--- src/rtl/fila_queue.sv ---
// fila_queue: byte-wide circular FIFO holding up to DEPTH entries, with a registered pop data output and an occupancy count.
// Latency: one cycle. Every output is a register that updates on the clk_10KHz edge which samples the request.
// Backpressure: there is none. A push into a full queue (without a pop) and a pop from an empty queue are dropped silently.
//
// Ports:
//   clk_10KHz   system clock; all state changes on its rising edge
//   reset       synchronous, active-low; clears pointers, count and data_out
//   data_in     element written on an accepted enqueue
//   enqueue_in  push request, level-sampled each edge
//   dequeue_in  pop request, level-sampled each edge
//   data_out    most recently dequeued element (registered)
//   len_out     number of stored elements, 0..DEPTH (registered)
//
// Build option: FILA_EMPTY_ZERO_EN. When defined, a dequeue on an empty queue
// (with no simultaneous enqueue) loads data_out with 0. When it is undefined,
// data_out holds its previous value.

module fila_queue #(
   parameter int DATA_W = 8,
   parameter int DEPTH  = 7,
   parameter int LEN_W  = 3
) (
   input  logic              clk_10KHz,
   input  logic              reset,
   input  logic [DATA_W-1:0] data_in,
   input  logic              enqueue_in,
   input  logic              dequeue_in,
   output logic [DATA_W-1:0] data_out,
   output logic [LEN_W-1:0]  len_out
);

   localparam logic [LEN_W-1:0] FULL_CNT = LEN_W'(DEPTH);
   localparam logic [LEN_W-1:0] LAST_IDX = LEN_W'(DEPTH - 1);

   logic [DATA_W-1:0] mem [DEPTH];
   logic [LEN_W-1:0]  head;
   logic [LEN_W-1:0]  tail;
   logic [LEN_W-1:0]  count;
   logic              is_empty;
   logic              is_full;
   logic              do_push;
   logic              do_pop;

   // DEPTH is not a power of two, so the pointers wrap on an explicit compare
   // and never rely on bit truncation.
   function automatic logic [LEN_W-1:0] next_ptr(input logic [LEN_W-1:0] p);
      return (p == LAST_IDX) ? '0 : p + 1'b1;
   endfunction

   assign is_empty = (count == '0);
   assign is_full  = (count == FULL_CNT);

   // A pop on a full queue frees a slot in the same cycle, so a push is still
   // accepted. On an empty queue only the push is accepted, and data_in is
   // never bypassed to data_out.
   assign do_pop  = dequeue_in && !is_empty;
   assign do_push = enqueue_in && (!is_full || do_pop);

   // The storage array is not reset. Slots that have not been written are
   // never read, because a pop requires count > 0.
   always_ff @(posedge clk_10KHz) begin
      if (reset && do_push) begin
         mem[tail] <= data_in;
      end
   end

   always_ff @(posedge clk_10KHz) begin
      if (!reset) begin
         head     <= '0;
         tail     <= '0;
         count    <= '0;
         data_out <= '0;
      end else begin
         if (do_push) begin
            tail <= next_ptr(tail);
         end
         if (do_pop) begin
            // When the queue is full and a push and pop share an edge,
            // head == tail. The read still sees the old entry, because the
            // write only lands at the end of the cycle.
            data_out <= mem[head];
            head     <= next_ptr(head);
         end
`ifdef FILA_EMPTY_ZERO_EN
         else if (dequeue_in && !enqueue_in && is_empty) begin
            data_out <= '0;
         end
`endif
         case ({do_push, do_pop})
            2'b10:   count <= count + 1'b1;
            2'b01:   count <= count - 1'b1;
            default: count <= count;
         endcase
      end
   end

   assign len_out = count;

endmodule

--- config.mk ---
export PLATFORM = sky130hd
export DESIGN_NAME = fila_queue
export DESIGN_NICKNAME = d
export VERILOG_FILES = /design/src/rtl/fila_queue.sv
export SDC_FILE = /design/constraint.sdc
export NUM_CORES = 1
export LEC_CHECK = 0
export ABC_AREA = 1
export ABC_CLOCK_PERIOD_IN_PS = 4800
export CORE_UTILIZATION = 30
export CTS_BUF_LIST = sky130_fd_sc_hd__clkbuf_4 sky130_fd_sc_hd__clkbuf_8
export DETAILED_ROUTE_END_ITERATION = 12
export PLACE_DENSITY = 0.52
export SLEW_MARGIN = 40
export SYNTH_ARGS = -nofsm -noshare
export SYNTH_HDL_FRONTEND = slang
export SYNTH_SLANG_ARGS = --single-unit
--- constraint.sdc ---
create_clock -name clk_10KHz -period 4.8 [get_ports clk_10KHz]
set_input_delay 0.72 -clock clk_10KHz [delete_from_list [all_inputs] [get_ports clk_10KHz]]
set_output_delay 0.72 -clock clk_10KHz [all_outputs]
set_load 0.02 [all_outputs]
==> metrics <==
top post-synthesis cells by area=edfxtp_1 56%, dfxtp_1 11%, nand2_1 7.0%; Synth Flop Type=edfxtp_1; worst slew pin tran=~840 ps; run status=complete, no violations; syn nets=297; Fillers=1019; unrepaired setup endpoints after global routing=no; Detailed Routing Iterations Pass 1=4; delay-heaviest family, CP=buffers and inverters; Port Buffers=22; total number of vias=2016; pin count of the biggest net entering global routing=21; total CTS buffers=9; Yosys warning total=0; crit-path max FO=13; area of the multi-input gates=823.3 um^2; Final Max Tran Viols=0; Slew headroom=~44%; initial antenna violation count=0; Synth area leader=edfxtp_1; clock slew at reported path FFs=80 ps; peak supply drop=0.1581 mV; synthesized area=between 2000 and 3000 um^2; sequential share of power=48.6%; Crit-path slowest cell=clkdlybuf4s50_1; worst reg2reg path depth=10; first-pass GRT wire length=10230 um; FF+latch area=2022 um^2; crit path DAT=2950 ps; Post-Syn Instances=roughly 280; hold buffer count at CTS=0; non-filler instance count after layout=445; # Max-Cap Violations=0; worst hold path endpoint=tail[2]; Required @ worst endpoint=5050 ps; clk sinks=73; Worst Skew=10.52 ps; Core ar.=9729 um^2; Bufs and invs on worst path=3; reg-to-reg endpoint=len_out[2]; Die H=102.0 um; Crit path largest cell delay=~500 ps; switching share of power=28.24%; Pint=roughly 1.1 mW; post-layout util=36.43%; min cycle time layout=around 2700 ps; Clock Latency Late Sink=350 ps; Synth cell types=22; Worst Hold Class=flop to flop; final period utilization=56.21%; pre-CTS setup slack=1744 ps; final hold violations=0; # H-tree levels=3; antenna violation net count after detailed routing=0; pwr/cell area=431.3 nW/um^2; RD Place Congestion=0.7719; Clk pwr share=approximately a third; vias in the first global route=1922; DR WL/cell=14.78 um; min-delay src=tail[2]; die area=10400 um^2; HPWL after detailed placement=roughly 4400 um; f_max=~370 MHz; Die Wd=102.0 um; Mean Syn Cell Area=10.56 um^2; Async SR Flop Fraction=0%; DR iter-0 viols=119; final setup violation count=0; CP startpoint kind=input pin; TNS Setup=0 ps; area grow syn2layout=18.19%; vias per cell=4.530; DRC violations left=0; total power draw=1.529 mW; Initial Util=30.83%; dpl cells=429; layout cells sized above 1=8.333%; CTS tree=done; num ports=23; Combinational Power Share=17.1%; final worst slack=roughly 2100 ps; Rows=36; clk buf depth=2; type of the worst setup path=input pin to flop; gr usage total=13.75%; r2r startpoint=len_out[0]; Post-synth EDFFs=between 50 and 60; CP cell instances=clkdlybuf4s50_1 > nand2_1 > inv_1 > nand2_1 > fa_1 > inv_1 > nand3_1 > a21oi_1 > nor2_1; post-CTS sizing=0; final layout net count=320; n_diodes=0; register area share after synthesis=67.42%; clock root cell=clkbuf_8; commonest cells in the synthesized netlist=56 x edfxtp_1, 56 x nand2_1, 46 x nor2_1; final WL=6576 um; sw power=~430 uW; Setup Fix Bufs, Post-CTS=0; Worst setup EP type=flop; GR Overflow Total=0; Static Leak=about 1.3 nW; reg2reg setup slack=2450 ps; Hold Path Depth=2; post-synth top area share=a little under three fifths; Seq cells post-synth=between 70 and 80
## metal layers
layer / part of all wire [%] / routed length, um / vias up / global-route usage, %
met4: 0.99 / 65 / 0 / 3.956
li1: - / - / 1006 / -
met5: 0 / 0 / - / 0
met2: 46 / 3024 / 46 / 21.53
met3: 5.6 / 365 / 4 / 4.514
met1: 47 / 3121 / 960 / 18.23
## placed cells by master (no fill, tap or decap)
cell             Yosys  layout
o211ai_1             4       4
o31ai_2              1       1
clkinv_4             0       3
clkinvlp_2           0       1
xor2_1               1       1
inv_2                2       2
clkdlybuf4s50_1      0      22
nand4_1              1       1
nand3_1             24      24
inv_1               23      23
clkbuf_8             0       9
nor3_2               0       4
bufinv_16            0       2
nor2_2               2       4
a21boi_0             1       1
a211oi_1             1       1
nand2_1             56      56
edfxtp_1            56      56
dfxtp_1             17      17
fa_1                 1       1
clkinv_1             0       1
o21ai_0             16      16
nor2_1              46      44
a21oi_1             18      18
## through the flow
| stage | hold slack, ps | cell area, um^2 |
|---|---|---|
| 6_report | 524.3 | 3545 |
| 5_1_grt | 564.4 | 3545 |
| 4_1_cts | 520.3 | 3542 |
| 3_3_place_gp | 495.1 | 3301 |
| 2_1_floorplan | 467.5 | 2999 |
| 3_5_place_dp | 509.5 | 3323 |
## worst register-to-register path: cells and delay by family, from the launching register on
kind	cells	cell delay [ps]
AND/OR/NAND/NOR	5	730
AO/OA/AOI/OAI	1	150
buffers and inverters	3	570
adder cells (fa/ha/maj)	1	430
flip-flops	1	370
## final cells by class
| type | count | area share, % |
|---|---|---|
| clock buffers | 9 | 3.495 |
| clock inverters | 7 | 2.683 |
| inverters | 25 | 2.647 |
| multi-input cells | 176 | 23.23 |
| flip-flops and latches | 73 | 57.04 |
| well taps | 133 | 4.695 |
| repair buffers | 22 | 6.212 |
## power by group through the flow
stage | clock network [mW] | registers, mW | logic, mW
after floorplan | 0 | 0.759 | 0.175
after global placement | 0 | 0.759 | 0.259
after detailed placement | 0 | 0.758 | 0.260
after CTS | 0.538 | 0.744 | 0.262
after global routing | 0.565 | 0.749 | 0.293
final | 0.525 | 0.743 | 0.261
## registers in the layout, summed over array words and instances (netlist names)
register,flops
head,3
data_out,8
mem,56
len_out,3
tail,3
## worst max path at each step
stage / start / to / slack (ps) / cells after the start
3_5_place_dp: dequeue_in / len_out[2] / 1740 / 9
4_1_cts: dequeue_in / len_out[2] / 2120 / 9
3_3_place_gp: dequeue_in / mem[4][6] / 1710 / 7
2_1_floorplan: dequeue_in / mem[4][0] / 2660 / 6
5_1_grt: dequeue_in / len_out[2] / 1970 / 9
6_report: dequeue_in / len_out[2] / 2100 / 9
## kinds of logic after synthesis
family / count (synthesis) / synth area share [%]
buf+inv: 35 / 5.965
simple gates: 133 / 18.06
fa+ha+maj: 1 / 0.6675
flops: 73 / 67.42
compound gates: 41 / 7.593
xor+xnor: 1 / 0.2921
Note: power is estimated with default switching activity, not from simulation.
